==> src/rtl/qracc_pkg.sv <==
// Shared types and default timing for the QRACC SRAM controller.
package qracc_pkg;

    // Default number of bitline precharge cycles
    localparam int DEF_PCH_CYC = 1;
    // Default number of wordline-active cycles before write completion or sense
    localparam int DEF_WL_CYC  = 1;

    // Controller sequencing states
    typedef enum logic [1:0] {
        IDLE   = 2'd0,
        PRECH  = 2'd1,
        ACCESS = 2'd2,
        SENSE  = 2'd3
    } sram_ctrl_state_t;

    // Larger of two integers, used to size the phase counter
    function automatic int max2(input int a, input int b);
        return (a > b) ? a : b;
    endfunction

endpackage

==> src/rtl/qracc_wl_decoder.sv <==
// One-hot wordline decoder: row address to one-hot wordline vector, gated by en.
module qracc_wl_decoder #(
    parameter int numRows = 128
) (
    input  logic [$clog2(numRows)-1:0] addr,
    input  logic                       en,
    output logic [numRows-1:0]         wl
);

    localparam int AW = $clog2(numRows);

    genvar gi;
    generate
        for (gi = 0; gi < numRows; gi++) begin : g_row
            assign wl[gi] = en && (addr == AW'(gi));
        end
    endgenerate

endmodule

==> src/rtl/qracc_sram_ctrl.sv <==
// QRACC SRAM controller: accepts read/write requests and sequences the
// analog SRAM controls (precharge, wordline, write drive, sense enable).
// Optional build macro QRACC_SRAM_WR_VERIFY_EN adds a read-back verify after
// every write and a sticky wr_err_o flag.
module qracc_sram_ctrl
    import qracc_pkg::*;
#(
    parameter int numRows = 128,
    parameter int numCols = 32,
    parameter int PCH_CYC = DEF_PCH_CYC,
    parameter int WL_CYC  = DEF_WL_CYC
) (
    input  logic                       clk,
    input  logic                       rst,
    input  logic                       rq_wr_i,
    input  logic                       rq_valid_i,
    output logic                       rq_ready_o,
    output logic                       rd_valid_o,
    output logic [numCols-1:0]         rd_data_o,
    input  logic [numCols-1:0]         wr_data_i,
    input  logic [$clog2(numRows)-1:0] addr_i,
    output logic [numRows-1:0]         WL,
    output logic                       PCH,
    output logic [numCols-1:0]         WR_DATA,
    output logic                       WRITE,
    output logic [numCols-1:0]         CSEL,
    output logic                       SAEN,
`ifdef QRACC_SRAM_WR_VERIFY_EN
    output logic                       wr_err_o,
`endif
    input  logic [numCols-1:0]         SA_OUT
);

    localparam int AW       = $clog2(numRows);
    localparam int CNT_MAX  = max2(PCH_CYC, WL_CYC);
    localparam int CNT_W    = $clog2(CNT_MAX + 1);
    localparam logic [CNT_W-1:0] PCH_LAST = CNT_W'(PCH_CYC - 1);
    localparam logic [CNT_W-1:0] WL_LAST  = CNT_W'(WL_CYC - 1);

    // Bundle of everything that goes to the analog macro
    typedef struct packed {
        logic [numRows-1:0] wl;
        logic               pch;
        logic [numCols-1:0] wr_data;
        logic               write;
        logic [numCols-1:0] csel;
        logic               saen;
    } to_analog_t;

    // Bundle of everything that comes back from the analog macro
    typedef struct packed {
        logic [numCols-1:0] sa_out;
    } from_analog_t;

    sram_ctrl_state_t   state_reg;
    logic [CNT_W-1:0]   cnt_reg;
    logic [AW-1:0]      addr_reg;
    logic [numCols-1:0] data_reg;
    logic               wr_reg;
    logic               rd_valid_reg;
    logic [numCols-1:0] rd_data_reg;
    to_analog_t         ana_reg;
    from_analog_t       from_ana;
    logic [numRows-1:0] dec_wl;
    logic               do_write;

`ifdef QRACC_SRAM_WR_VERIFY_EN
    logic verify_reg;
    logic err_reg;
    // The second (verify) pass of a write is a pure read of the same row
    assign do_write = wr_reg && !verify_reg;
    assign wr_err_o = err_reg;
`else
    assign do_write = wr_reg;
`endif

    assign from_ana.sa_out = SA_OUT;

    assign WL      = ana_reg.wl;
    assign PCH     = ana_reg.pch;
    assign WR_DATA = ana_reg.wr_data;
    assign WRITE   = ana_reg.write;
    assign CSEL    = ana_reg.csel;
    assign SAEN    = ana_reg.saen;

    assign rq_ready_o = (state_reg == IDLE) && !rst;
    assign rd_valid_o = rd_valid_reg;
    assign rd_data_o  = rd_data_reg;

    // Decode is only needed while precharging, where the wordline is loaded
    qracc_wl_decoder #(
        .numRows(numRows)
    ) u_wl_decoder (
        .addr(addr_reg),
        .en  (state_reg == PRECH),
        .wl  (dec_wl)
    );

    // Sequencer: state, phase counter, latched request and registered analog controls
    always_ff @(posedge clk) begin
        if (rst) begin
            state_reg    <= IDLE;
            cnt_reg      <= '0;
            addr_reg     <= '0;
            data_reg     <= '0;
            wr_reg       <= 1'b0;
            rd_valid_reg <= 1'b0;
            rd_data_reg  <= '0;
            ana_reg      <= '0;
`ifdef QRACC_SRAM_WR_VERIFY_EN
            verify_reg   <= 1'b0;
            err_reg      <= 1'b0;
`endif
        end else begin
            rd_valid_reg <= 1'b0;
            case (state_reg)
                IDLE: begin
                    if (rq_valid_i) begin
                        addr_reg    <= addr_i;
                        data_reg    <= wr_data_i;
                        wr_reg      <= rq_wr_i;
                        cnt_reg     <= '0;
                        ana_reg.pch <= 1'b1;
                        state_reg   <= PRECH;
                    end
                end
                PRECH: begin
                    if (cnt_reg == PCH_LAST) begin
                        cnt_reg         <= '0;
                        ana_reg.pch     <= 1'b0;
                        ana_reg.wl      <= dec_wl;
                        ana_reg.csel    <= '1;
                        ana_reg.write   <= do_write;
                        ana_reg.wr_data <= do_write ? data_reg : '0;
                        state_reg       <= ACCESS;
                    end else begin
                        cnt_reg <= cnt_reg + 1'b1;
                    end
                end
                ACCESS: begin
                    if (cnt_reg == WL_LAST) begin
                        cnt_reg <= '0;
                        if (do_write) begin
`ifdef QRACC_SRAM_WR_VERIFY_EN
                            // Re-precharge and read the row back before going idle
                            ana_reg     <= '0;
                            ana_reg.pch <= 1'b1;
                            verify_reg  <= 1'b1;
                            state_reg   <= PRECH;
`else
                            ana_reg   <= '0;
                            state_reg <= IDLE;
`endif
                        end else begin
                            // Keep WL and CSEL, fire the sense amps
                            ana_reg.saen <= 1'b1;
                            state_reg    <= SENSE;
                        end
                    end else begin
                        cnt_reg <= cnt_reg + 1'b1;
                    end
                end
                SENSE: begin
                    ana_reg   <= '0;
                    state_reg <= IDLE;
`ifdef QRACC_SRAM_WR_VERIFY_EN
                    if (verify_reg) begin
                        verify_reg <= 1'b0;
                        if (from_ana.sa_out != data_reg) begin
                            err_reg <= 1'b1;
                        end
                    end else begin
                        rd_data_reg  <= from_ana.sa_out;
                        rd_valid_reg <= 1'b1;
                    end
`else
                    rd_data_reg  <= from_ana.sa_out;
                    rd_valid_reg <= 1'b1;
`endif
                end
                default: begin
                    ana_reg   <= '0;
                    state_reg <= IDLE;
                end
            endcase
        end
    end

endmodule

==> config.mk <==
export PLATFORM = sky130hd
export DESIGN_NAME = qracc_sram_ctrl
export DESIGN_NICKNAME = d
export VERILOG_FILES = /design/src/rtl/qracc_pkg.sv /design/src/rtl/qracc_wl_decoder.sv /design/src/rtl/qracc_sram_ctrl.sv
export SDC_FILE = /design/constraint.sdc
export NUM_CORES = 1
export LEC_CHECK = 0
export BUFFER_PORTS_ARGS = -buffer_cell sky130_fd_sc_hd__buf_2
export CAP_MARGIN = 15
export CORE_MARGIN = 3
export CORE_UTILIZATION = 49
export DETAILED_ROUTE_END_ITERATION = 10
export HOLD_SLACK_MARGIN = 0.03
export PLACE_DENSITY = 0.74
export SKIP_CTS_REPAIR_TIMING = 1
export SYNTH_ARGS = -nofsm -noshare
export SYNTH_HDL_FRONTEND = slang
export SYNTH_HIERARCHICAL = 1
export SYNTH_SLANG_ARGS = --single-unit
==> constraint.sdc <==
create_clock -name clk -period 3.1 [get_ports clk]
set_input_delay 0.62 -clock clk [delete_from_list [all_inputs] [get_ports clk]]
set_output_delay 0.62 -clock clk [all_outputs]
set_load 0.1 [all_outputs]
After elaboration in Yosys (flattened, before gate mapping)
Index checks and enable logic that the tools add are counted.

cells by class
  $add $sub $neg = 1
  mux-type cells = 19
  equality and inequality tests = 134
  reduce and logical (&&, ||, !) cells = 142

operators by type and width
  kind                number
  $eq 7x7->1 const B  64
  $mux 194            2
  $pmux 128 s3        1
  $eq 7x6->1 const B  32
  $mux 195            1
  $pmux 65 s3         1
  $logic_and 1x1->1   129
  $eq 7x5->1 const B  16
  $eq 7x4->1 const B  8
  $mux 32             1
  $eq 7x3->1 const B  4
  $eq 7x2->1 const B  2
  $mux 2              4
  $ne 2x2->1 const B  4
  $pmux 2 s4          1
  $reduce_and 4->1    2
  $eq 7x1->1 const B  1
  $logic_not 7->1     1
  $reduce_and 2->1    3
  $mux 1              5
  $eq 2x2->1 const B  2
  $pmux 1 s2          2
  $pmux 1 s4          1
  $reduce_bool 2->1   2
  other kinds (7)     7

word-level totals
  input bits = 75
  word-level logic and storage cells = 309
  register bits after elaboration = 271
  output and inout port bits = 229

Depth between registers and ports, before layout
Gate-level depths: netlist (run 1).

  depth in word-level cells = 4
  depth in mapped cells = 10
  mapped depth without buffers = 6

By module
Netlist (run 1), hierarchy kept.

by module, submodules not included
  module            cells an instance  area each (um2)  instances
  qracc_sram_ctrl   1101               11360.9          1
  qracc_wl_decoder  198                1093.5           1

Worst setup path after synthesis (run 1)
No wires, ideal clock.

  path type = input -> output
  from = in rst
  to = out rq_ready_o
  cell stages on the path = 4
  path slack = -0.643 ns
  arrival time = 3.123 ns
  required time = 2.480 ns
  cell sequence = buf_2 -> clkbuf_1 -> buf_2 -> nor3_1

between the ends
  longest elaborated chain between the ends = 2

ends and longest elaborated chain
  item               line                   source
  from (decl)        qracc_sram_ctrl.sv:14  input logic rst,
  $logic_not 1->1    qracc_sram_ctrl.sv:86  assign rq_ready_o = (state_reg == IDLE) && !rst;
  $logic_and 1x1->1  qracc_sram_ctrl.sv:86
  to (decl)          qracc_sram_ctrl.sv:17  output logic rq_ready_o,

No other way between the ends.

Worst setup path after layout (run 1)
  from = reg addr_reg[3]
  to = reg ana_reg, in the netlist WL[27]

between the ends
  longest elaborated chain between the ends = 4

ends and longest elaborated chain
  item                    line                    source
  from (decl)             qracc_sram_ctrl.sv:57   logic [AW-1:0] addr_reg;
  from (signal assigned)  qracc_sram_ctrl.sv:119  addr_reg <= addr_i;
  $eq 7x5->1              qracc_wl_decoder.sv:15  assign wl[gi] = en && (addr == AW'(gi));
  $logic_and 1x1->1       qracc_wl_decoder.sv:15
  via dec_wl[27]          qracc_sram_ctrl.sv:64   logic [numRows-1:0] dec_wl;
  $mux 194                qracc_sram_ctrl.sv:128  if (cnt_reg == PCH_LAST) begin
  $pmux 128 s3            qracc_sram_ctrl.sv:116  case (state_reg)
  to (decl)               qracc_sram_ctrl.sv:62   to_analog_t ana_reg;

The timed path passes the listed nets, and every way through them passes these cells. The select of a mux whose other input is x is not followed.
A chain may end at the register's enable or synchronous reset.

==> impl_metrics.csv, run 1 <==
group,metric,value,unit
synthesis,yosysWarnings,6,
synthesis,synthDistinctLibCells,37,
global_routing,grt_usage,23.1,%
synthesis,synth_fp_nets,1374,
synthesis,synth_top_family_by_area,"compound AO/OA/AOI/OAI gates",
clock_tree,numCtsBuffers,27,
placed_design,dpl-instance-area,0.0136,sq mm
finish,fin_cells,1816,
global_routing,grt_max_degree,136,
critical_path,critPathRequiredTime,3.53,ns
clock_tree,cts_tree,"built",
die,num_rows,57,
placed_design,place_inst,1771,
die,initial_utilization,50.5,%
finish,postLayoutCoreUtil,58.7,%
timing,relSlewSlack,27.6,%
global_routing,antenna_found_initial,4,
drt,dr_wl_met2,15100,um
critical_path,critPathKind,"reg2reg",
drt,drcViolationCount,0,
status,status,"complete, no violations",
critical_path,worstSetupStartpointType,"flop",
power,ir_drop,0.353,mV
finish,n_fill_cell,2198,
finish,drive_above_1_share,33.3,%
timing,drv_slew,0,
global_routing,first_global_vias,9461,
clock_tree,clkSinkCount,239,
drt,dr.pass1.iters,5,
finish,largest_register_ffs,128,
critical_path,r2r_end,"WL[27]",
drt,met3_length,2980,um
synthesis,synth_edf_count,0,
synthesis,synthesis.area_per_instance,9.59,sq um
die,die_y,165,um
die,ioPinCount,304,
global_routing,grt_pass1_wl,51300,um
finish,fin_nets,1551,
hold_path,whs_path_depth,3,
timing,clock-skew-final,0.00902,ns
power,power.density,530,mW/mm^2
critical_path,end_kind,"flop",
synthesis,synth.ff_latch_count,239,
timing,fin_crit,2.57,ns
finish,area_growth,16.3,%
clock_tree,clock_latency,0.52,ns
clock_tree,path_clk_slew,0.06,ns
critical_path,reg2reg_from,"addr_reg[3]",
critical_path,arrival,3.00,ns
hold_path,worst_hold_path.endpoint,"data_reg[29]",
timing,report.final.hold_viol_count,0,
hold_path,worstHoldStart,"wr_data_i[29]",
synthesis,synth_fa_ha_area_share,0,%
job,maxCapViolCount,0,
synthesis,syn_inst,1299,
die,chipWidth,165,um
timing,worst_pin_slew,1.09,ns
power,leakagePower,5.33,nW
placed_design,gp_congestion,0.791,
critical_path,r2r_setup_slack,0.53,ns
finish,finish.instance_area,0.0145,sq mm
drt,drt_wl_total,33300,um
die,die_area,0.0274,sq mm
global_routing,grt_overflow_total,0,
timing,post-route-period-util,83.0,%
timing,max_freq,389,MHz
critical_path,ff2ff_path_depth,4,
critical_path,path_max_fanout,26,
timing,rsz0062_at_grt,"no",
drt,first_iter_violations,715,
synthesis,synth_area,0.0125,sq mm
drt,num_vias,10052,
clock_tree,clock_path_buffers,3,
synthesis,synthArstFlopShare,0,%
drt,maxUsedRoutingLayer,"met5",
drt,post_drt_wl_per_cell,18.3,um
timing,final-setup-viol-count,0,
synthesis,ys_seq_area_share,38.4,%
synthesis,synth_compound_area_share,20.0,%
synthesis,synthSimpleGateAreaFrac,16.9,%
clock_tree,h-tree-depth,1,
synthesis,synthMuxAreaShare,13.1,%
timing,fin_setup_tns,0,ns
drt,wl_met1,13900,um
clock_tree,cts_root_buf,"clkbuf_16",
timing,holdWs,0.352,ns
placed_design,hpwlAfterDp,21900,um
drt,routed_via_density,5.54,
synthesis,synthFlopType,"dfxtp_1",
die,core_area,0.0247,sq mm
drt,drtAntennaViolNets,0,
synthesis,synthXorXnorAreaFrac,0,%
placed_design,io_buffer_count,303,
hold_path,hold_path.class,"in2reg",
==> power by group <==
group / internal, mW / switching, mW / total, mW
logic: 0.335 / 1.00 / 1.34
registers: 3.14 / 0.0876 / 3.22
clock network: 1.87 / 1.24 / 3.11
total: 5.34 / 2.33 / 7.67
==> cells in the mapped netlist (8+ instances only) <==
master,number,area [sq um]
dfxtp_1,239,4780
mux2i_1,163,1630
inv_1,129,484
nand2b_1,128,801
nor2_1,90,338
o32ai_2,80,1300
nand3_1,64,320
buf_2,61,305
clkbuf_1,55,206
o32ai_1,48,420
buf_4,41,308
a211oi_1,34,255
a21oi_1,34,170
a21bo_2,32,320
nor3_1,23,115
buf_6,12,135
nand4bb_1,11,124
nand4b_1,8,70.1
nor2_2,8,50.1
nor3_2,8,80.1
==> stage by stage <==
stage | total power, mW | worst slack [ns]
5_1_grt | 7.94 | 0.368
3_5_place_dp | 4.63 | 0.681
6_report | 7.67 | 0.527
3_3_place_gp | 4.61 | 0.738
2_1_floorplan | 4.47 | 0.223
4_1_cts | 7.73 | 0.499
==> cell type report <==
type	instances	area (sq um)	area share [%]
antenna	1	2.50	0.0173
clock buffer	39	811	5.60
clock inverter	5	50.0	0.346
inverter	129	484	3.34
multi-input combinational	760	6240	43.1
sequential	239	4790	33.1
tap	324	405	2.80
timing repair buffer	319	1700	11.7
==> metal layers <==
metal  vias to the layer above  global-route usage [%]
met5                         -                       0
met4                         8                    7.90
met3                        72                    7.11
met2                       338                    35.9
met1                      4768                    30.4
li1                       4866                       -
==> kinds of logic (layout without fill, tap and decap cells) <==
logic type / Yosys count / after routing
AO/OA/AOI/OAI: 231 / 231
buffers and inverters: 300 / 492
flip-flops: 239 / 239
multiplexers: 163 / 163
other: 0 / 1
AND/OR/NAND/NOR: 366 / 366
==> cell usage in the layout, fill, tap and decap left out, drive strengths merged, types with 7 or more instances in the layout <==
cell type and count:
mux2i 163, or4b 7, a211oi 34, clkbuf 39
o32ai 128, a21bo 32, a21oi 34, nand3 64
dfxtp 239, nor2 98, nand2b 128, nor3 31
nand4b 8, buf 319, inv 129, nand4bb 11
==> worst max-delay path: stages (launching register included) <==
cell      delay (ns)
dfxtp_1         0.95
nand4b_1        0.87
nor2_1          0.37
mux2i_1         0.13
o32ai_1         0.15
==> how the worst max path moves through the flow <==
stage                     cells after the start         from         end
after detailed placement                      4  addr_reg[3]      WL[27]
after floorplan                               4          rst  rq_ready_o
after global placement                        4  addr_reg[3]      WL[59]
after global routing                          1     CSEL[30]    CSEL[17]
final                                         4  addr_reg[3]      WL[27]
after CTS                                     1     CSEL[30]     CSEL[2]
Note: power is estimated with default switching activity, not from simulation.
==> run 2, diff against run 1 <==
==> constraint.sdc (replaced) <==
create_clock -name clk -period 2.7 [get_ports clk]
set_input_delay 0.54 -clock clk [delete_from_list [all_inputs] [get_ports clk]]
set_output_delay 0.54 -clock clk [all_outputs]
set_load 0.1 [all_outputs]
==> run 2 against run 1 <==
Effect of this change:
- utilization grew 0.51 points
- register-to-register slack lost 0.16 ns
- first-iteration DRC count rose by 1.7%
- routed wire length hardly changed
- power up 17%
- sequential share of layout area shrank 0.28 points
- critical path depth decreased by 3
- via count grew 0.23%
- global-route usage hardly changed
- clock skew is 0.011 ns higher
- flip-flop and latch count is the same
- critical path type is now reg2out
- largest power group is now clock
==> impl_metrics.csv, run 2 (synthesized netlist as in run 1, its figures left out) <==
group,metric,value,unit
status,status,"complete, no violations",
placed_design,hpwlAfterDp,22100,um
die,die_area,0.0274,sq mm
critical_path,r2r_setup_slack,0.37,ns
die,ioPinCount,304,
finish,finish.instance_area,0.0146,sq mm
drt,routed_via_density,5.52,
finish,final_cell_mix,"buf_2, dfxtp_1, mux2i_1",
timing,drv_slew,0,
placed_design,place_inst,1775,
die,initial_utilization,50.5,%
timing,fin_crit,2.46,ns
global_routing,antenna_found_initial,3,
clock_tree,numCtsBuffers,27,
global_routing,grt_overflow_total,0,
clock_tree,clock_path_buffers,3,
placed_design,gp_congestion,0.790,
drt,post_drt_wl_per_cell,18.3,um
drt,dr_wl_met2,15300,um
die,die_y,165,um
finish,postLayoutCoreUtil,59.2,%
clock_tree,cts_tree,"built",
die,num_rows,57,
clock_tree,clock_latency,0.53,ns
critical_path,path_buf_inv,1,
clock_tree,clkSinkCount,239,
critical_path,critPathTopFamily,"flip-flops",
timing,relSlewSlack,32.1,%
drt,drcViolationCount,0,
job,maxCapViolCount,0,
finish,final_common_cell,"buf_2",
critical_path,arrival,1.92,ns
drt,num_vias,10075,
critical_path,critPathMaxStageDelay,0.84,ns
finish,area_growth,17.3,%
power,power.density,615,mW/mm^2
timing,worst_pin_slew,1.02,ns
critical_path,end_kind,"primary output",
drt,wl_met1,13900,um
global_routing,first_global_vias,9430,
die,core_area,0.0247,sq mm
timing,report.final.hold_viol_count,0,
critical_path,worstSetupStartpointType,"flop",
die,chipWidth,165,um
drt,first_iter_violations,727,
timing,holdWs,0.271,ns
critical_path,cpMaxStageDelayCell,"dfxtp_1",
timing,fin_setup_tns,0,ns
clock_tree,cts_root_buf,"clkbuf_16",
timing,post-route-period-util,91.1,%
finish,fin_cells,1824,
global_routing,grt_max_degree,177,
critical_path,path_cells,"buf_2",
timing,rsz0062_at_grt,"no",
timing,final-setup-viol-count,0,
global_routing,grt_pass1_wl,51200,um
power,ir_drop,0.519,mV
drt,dr.pass1.iters,7,
power,leakagePower,5.38,nW
clock_tree,h-tree-depth,1,
clock_tree,path_clk_slew,0.06,ns
critical_path,critPathKind,"reg2out",
timing,clock-skew-final,0.0204,ns
critical_path,path_max_fanout,33,
global_routing,grt_usage,23.1,%
finish,fin_nets,1555,
timing,max_freq,406,MHz
drt,met3_length,3120,um
drt,drt_wl_total,33300,um
drt,maxUsedRoutingLayer,"met5",
critical_path,critPathRequiredTime,2.16,ns
hold_path,hold_path.class,"in2reg",
finish,largest_register_ffs,128,
finish,drive_above_1_share,33.6,%
drt,drtAntennaViolNets,0,
placed_design,dpl-instance-area,0.0137,sq mm
placed_design,io_buffer_count,303,
run 2: per-stage QoR:
step / worst slack [ns] / power, mW
2_1_floorplan: 0.247 / 5.13
3_3_place_gp: 0.523 / 5.32
3_5_place_dp: 0.466 / 5.33
4_1_cts: 0.171 / 9.07
5_1_grt: 0.0521 / 9.31
6_report: 0.239 / 8.99
run 2: routing by layer:
metal	global-route usage, %	vias to the layer above
li1	-	4884
met1	30.6	4796
met2	35.8	325
met3	7.38	64
met4	7.22	6
met5	0	-
run 2: cell type report:
class,instances,area (sq um)
Antenna cell,1,2.50
Clock buffer,34,722
Clock inverter,14,178
Fill cell,2174,10100
Inverter,129,484
Multi-Input combinational cell,760,6250
Sequential cell,239,4790
Tap cell,324,405
Timing Repair Buffer,323,1780
run 2: path summary, 6_finish.rpt:
kind,from,end,cells after the start
worst max-delay path,CSEL[30],CSEL[4],1
worst min-delay path,wr_data_i[27],data_reg[27],3
worst max register to register,state_reg[0],WL[25],6
worst min register to register,data_reg[30],data_reg[30],2
run 2: where the power goes:
group          total, mW  internal, mW  switching (mW)
registers           3.69          3.60          0.0910
clock network       3.73          2.27            1.46
logic               1.57         0.402            1.17
run 2: tightest hold or removal path: stages:
cell and delay [ns]:
buf_2 0.09, nand2b_1 0.06, mux2i_1 0.06
==> run 3, diff against run 2 <==
--- a/config.mk
+++ b/config.mk
@@ -5,13 +5,14 @@
 export SDC_FILE = /design/constraint.sdc
 export NUM_CORES = 1
 export LEC_CHECK = 0
+export ABC_AREA = 1
 export BUFFER_PORTS_ARGS = -buffer_cell sky130_fd_sc_hd__buf_2
 export CAP_MARGIN = 15
 export CORE_MARGIN = 3
 export CORE_UTILIZATION = 49
 export DETAILED_ROUTE_END_ITERATION = 10
 export HOLD_SLACK_MARGIN = 0.03
-export PLACE_DENSITY = 0.74
+export PLACE_DENSITY = 0.77
 export SKIP_CTS_REPAIR_TIMING = 1
 export SYNTH_ARGS = -nofsm -noshare
 export SYNTH_HDL_FRONTEND = slang
==> run 3 against run 2 <==
Effect of this change:
- flip-flop and latch count stayed put
- sequential power is 1% higher
- first-iteration DRC count is 15% higher
- routed wire length is 18% lower
- global-route usage is 0.58 points higher
- non-clock buffer count is 6 lower
- synthesized cell count is 4.8% higher
- utilization is 2.7 points higher
- combinational power is 13% higher
- register-to-register slack better by 0.32 ns
- synthesized area is 22% lower
- critical path type unchanged
- critical endpoint is now CSEL[20]
- largest cell class is now sequential cells
==> impl_metrics.csv, run 3 <==
group,metric,value,unit
job,maxCapViolCount,0,
synthesis,synth.ff_latch_count,239,
synthesis,yosysTopAreaCellShare,49.4,%
timing,drv_slew,0,
clock_tree,cts_root_buf,"clkbuf_16",
finish,final_common_cell,"nand2_1",
timing,fin_crit,2.35,ns
finish,final_cell_mix,"nand2_1, buf_2, nor2_1",
power,p_int,5.84,mW
placed_design,io_buffer_count,303,
synthesis,synth_fp_nets,1437,
finish,antenna_cells,0,
drt,drcViolationCount,0,
drt,dr.pass1.iters,5,
critical_path,end_kind,"primary output",
power,pwr-share-comb,20.2,%
global_routing,grt_overflow_total,0,
drt,drtAntennaViolNets,0,
finish,largest_register_ffs,128,
synthesis,synth_area_leaders,"dfxtp_1, nand2_1, nand3_1",
synthesis,synth_area,0.00968,sq mm
placed_design,gp_congestion,0.833,
drt,first_iter_violations,839,
synthesis,synth_top_area_cell,"dfxtp_1",
clock_tree,cts_tree,"built",
critical_path,path_cells,"buf_2",
critical_path,cpMaxStageDelayCell,"dfxtp_1",
finish,fin_nets,1649,
drt,wl_met1,11600,um
finish,area_growth,21.9,%
power,p_switching,2.90,mW
drt,routed_via_density,5.13,
placed_design,dp_slack,0.768,ns
timing,relSlewSlack,45.7,%
die,num_rows,50,
synthesis,synthesis.area_per_instance,7.11,sq um
die,die_y,147,um
global_routing,grt_pass1_wl,42600,um
timing,worst_slack,0.351,ns
drt,post_drt_wl_per_cell,14.7,um
drt,drt_wl_total,27200,um
synthesis,synth_most_common_cell,"nand2_1",
clock_tree,clock_path_buffers,3,
drt,num_vias,9494,
critical_path,critPathMaxStageDelay,0.75,ns
power,power.density,741,mW/mm^2
timing,max_freq,426,MHz
critical_path,critPathTopFamily,"flip-flops",
synthesis,synthFlopType,"dfxtp_1",
timing,rsz0062_at_grt,"no",
timing,clock-skew-final,0.00786,ns
global_routing,grt_max_degree,131,
power,p_clk_share,37.0,%
timing,post-route-period-util,87.0,%
die,initial_utilization,50.7,%
clock_tree,clock_latency,0.50,ns
die,ioPinCount,304,
synthesis,synthDistinctLibCells,17,
power,sw_frac_of_total,33.2,%
status,status,"complete, no violations",
critical_path,path_max_fanout,33,
timing,worst_pin_slew,0.812,ns
timing,final-setup-viol-count,0,
critical_path,critPathRequiredTime,2.16,ns
clock_tree,h-tree-depth,1,
global_routing,antenna_found_initial,2,
global_routing,first_global_vias,8252,
clock_tree,path_clk_slew,0.06,ns
hold_path,hold_path.class,"in2reg",
critical_path,path_buf_inv,1,
synthesis,yosysWarnings,6,
drt,dr_wl_met2,12400,um
die,die_area,0.0215,sq mm
die,core_area,0.0191,sq mm
power,leakagePower,6.12,nW
timing,report.final.hold_viol_count,0,
global_routing,grt_usage,23.6,%
synthesis,synthArstFlopShare,0,%
synthesis,ys_seq_area_share,49.4,%
clock_tree,clkSinkCount,239,
drt,maxUsedRoutingLayer,"met5",
finish,n_fill_cell,1764,
synthesis,synth_edf_count,0,
critical_path,arrival,1.81,ns
power,ir_drop,0.527,mV
finish,drive_above_1_share,22.8,%
timing,fin_setup_tns,0,ns
power,p_seq_share,42.7,%
die,chipWidth,147,um
placed_design,hpwlAfterDp,17700,um
synthesis,synth_common_cells,"nand2_1, nor2_1, dfxtp_1, nand3_1, inv_1",
critical_path,critPathKind,"reg2out",
critical_path,worstSetupStartpointType,"flop",
synthesis,syn_inst,1362,
clock_tree,numCtsBuffers,25,
drt,met3_length,2420,um
[run 3: cell types whose count changed after synthesis, sizes merged, moves of 74 or more]
cell | before | now
nor2 | 98 | 247
nand3 | 64 | 226
nand2b | 128 | 0
mux2i | 163 | 0
nand2 | 4 | 353
o32ai | 128 | 0
inv | 129 | 55
[run 3: power groups by stage]
stage	sequential, mW	clock [mW]	combinational, mW
floorplan	4.08	0	1.27
global placement	3.81	0	1.76
detailed placement	3.81	0	1.76
CTS	3.74	3.30	1.77
global route	3.75	3.46	1.87
finish	3.73	3.24	1.77
[run 3: logic make-up (layout without fill, tap and decap cells)]
kind of cell	count (synthesis)	after routing	synth area share, %
DFF	239	239	49.4
buffers and inverters	187	414	9.11
AOI/OAI and AO/OA	77	77	4.10
and+or+nand+nor	859	859	37.4
[run 3: per-layer routing]
layer  vias up  GRT usage [%]
met3        62           5.59
met2       439           37.2
li1       4743              -
met4         4           7.95
met5         -              0
met1      4246           32.1
[run 3: area by class of cell]
class	instances	area [sq um]	area share (%)
Sequential cell	239	4780	40.5
Multi-Input combinational cell	936	4030	34.2
Timing Repair Buffer	317	1680	14.3
Clock buffer	37	711	6.02
Tap cell	260	325	2.76
Inverter	55	211	1.79
Clock inverter	5	53.8	0.456
[run 3: worst paths after layout]
check / start / end / slack (ns) / cells past startpoint
worst max register to register: state_reg[0] / WL[14] / 0.69 / 6
worst max-delay path: CSEL[30] / CSEL[20] / 0.35 / 1
worst min-delay path: SA_OUT[22] / rd_data_o[22] / 0.28 / 3
worst min register to register: WR_DATA[27] / WR_DATA[27] / 0.46 / 2
[run 3: worst register-to-register path, stage by stage, from the launching register on]
cell and delay (ns):
dfxtp_1 0.49, inv_2 0.12, nor2_4 0.34, nand3_1 0.55, nor2_1 0.26, nand2_1 0.09, nand2_1 0.11
[run 3: through the flow]
stage	instance area (sq um)	power [mW]	hold slack, ns	instances	util (%)
after CTS	11800	8.81	0.261	1849	61.9
after detailed placement	11000	5.58	0.454	1807	57.9
after global routing	11800	9.08	0.269	1849	61.9
after global placement	11000	5.57	0.452	1807	57.9
after floorplan	9680	5.36	0.452	1362	-
final	11800	8.74	0.280	1849	61.9
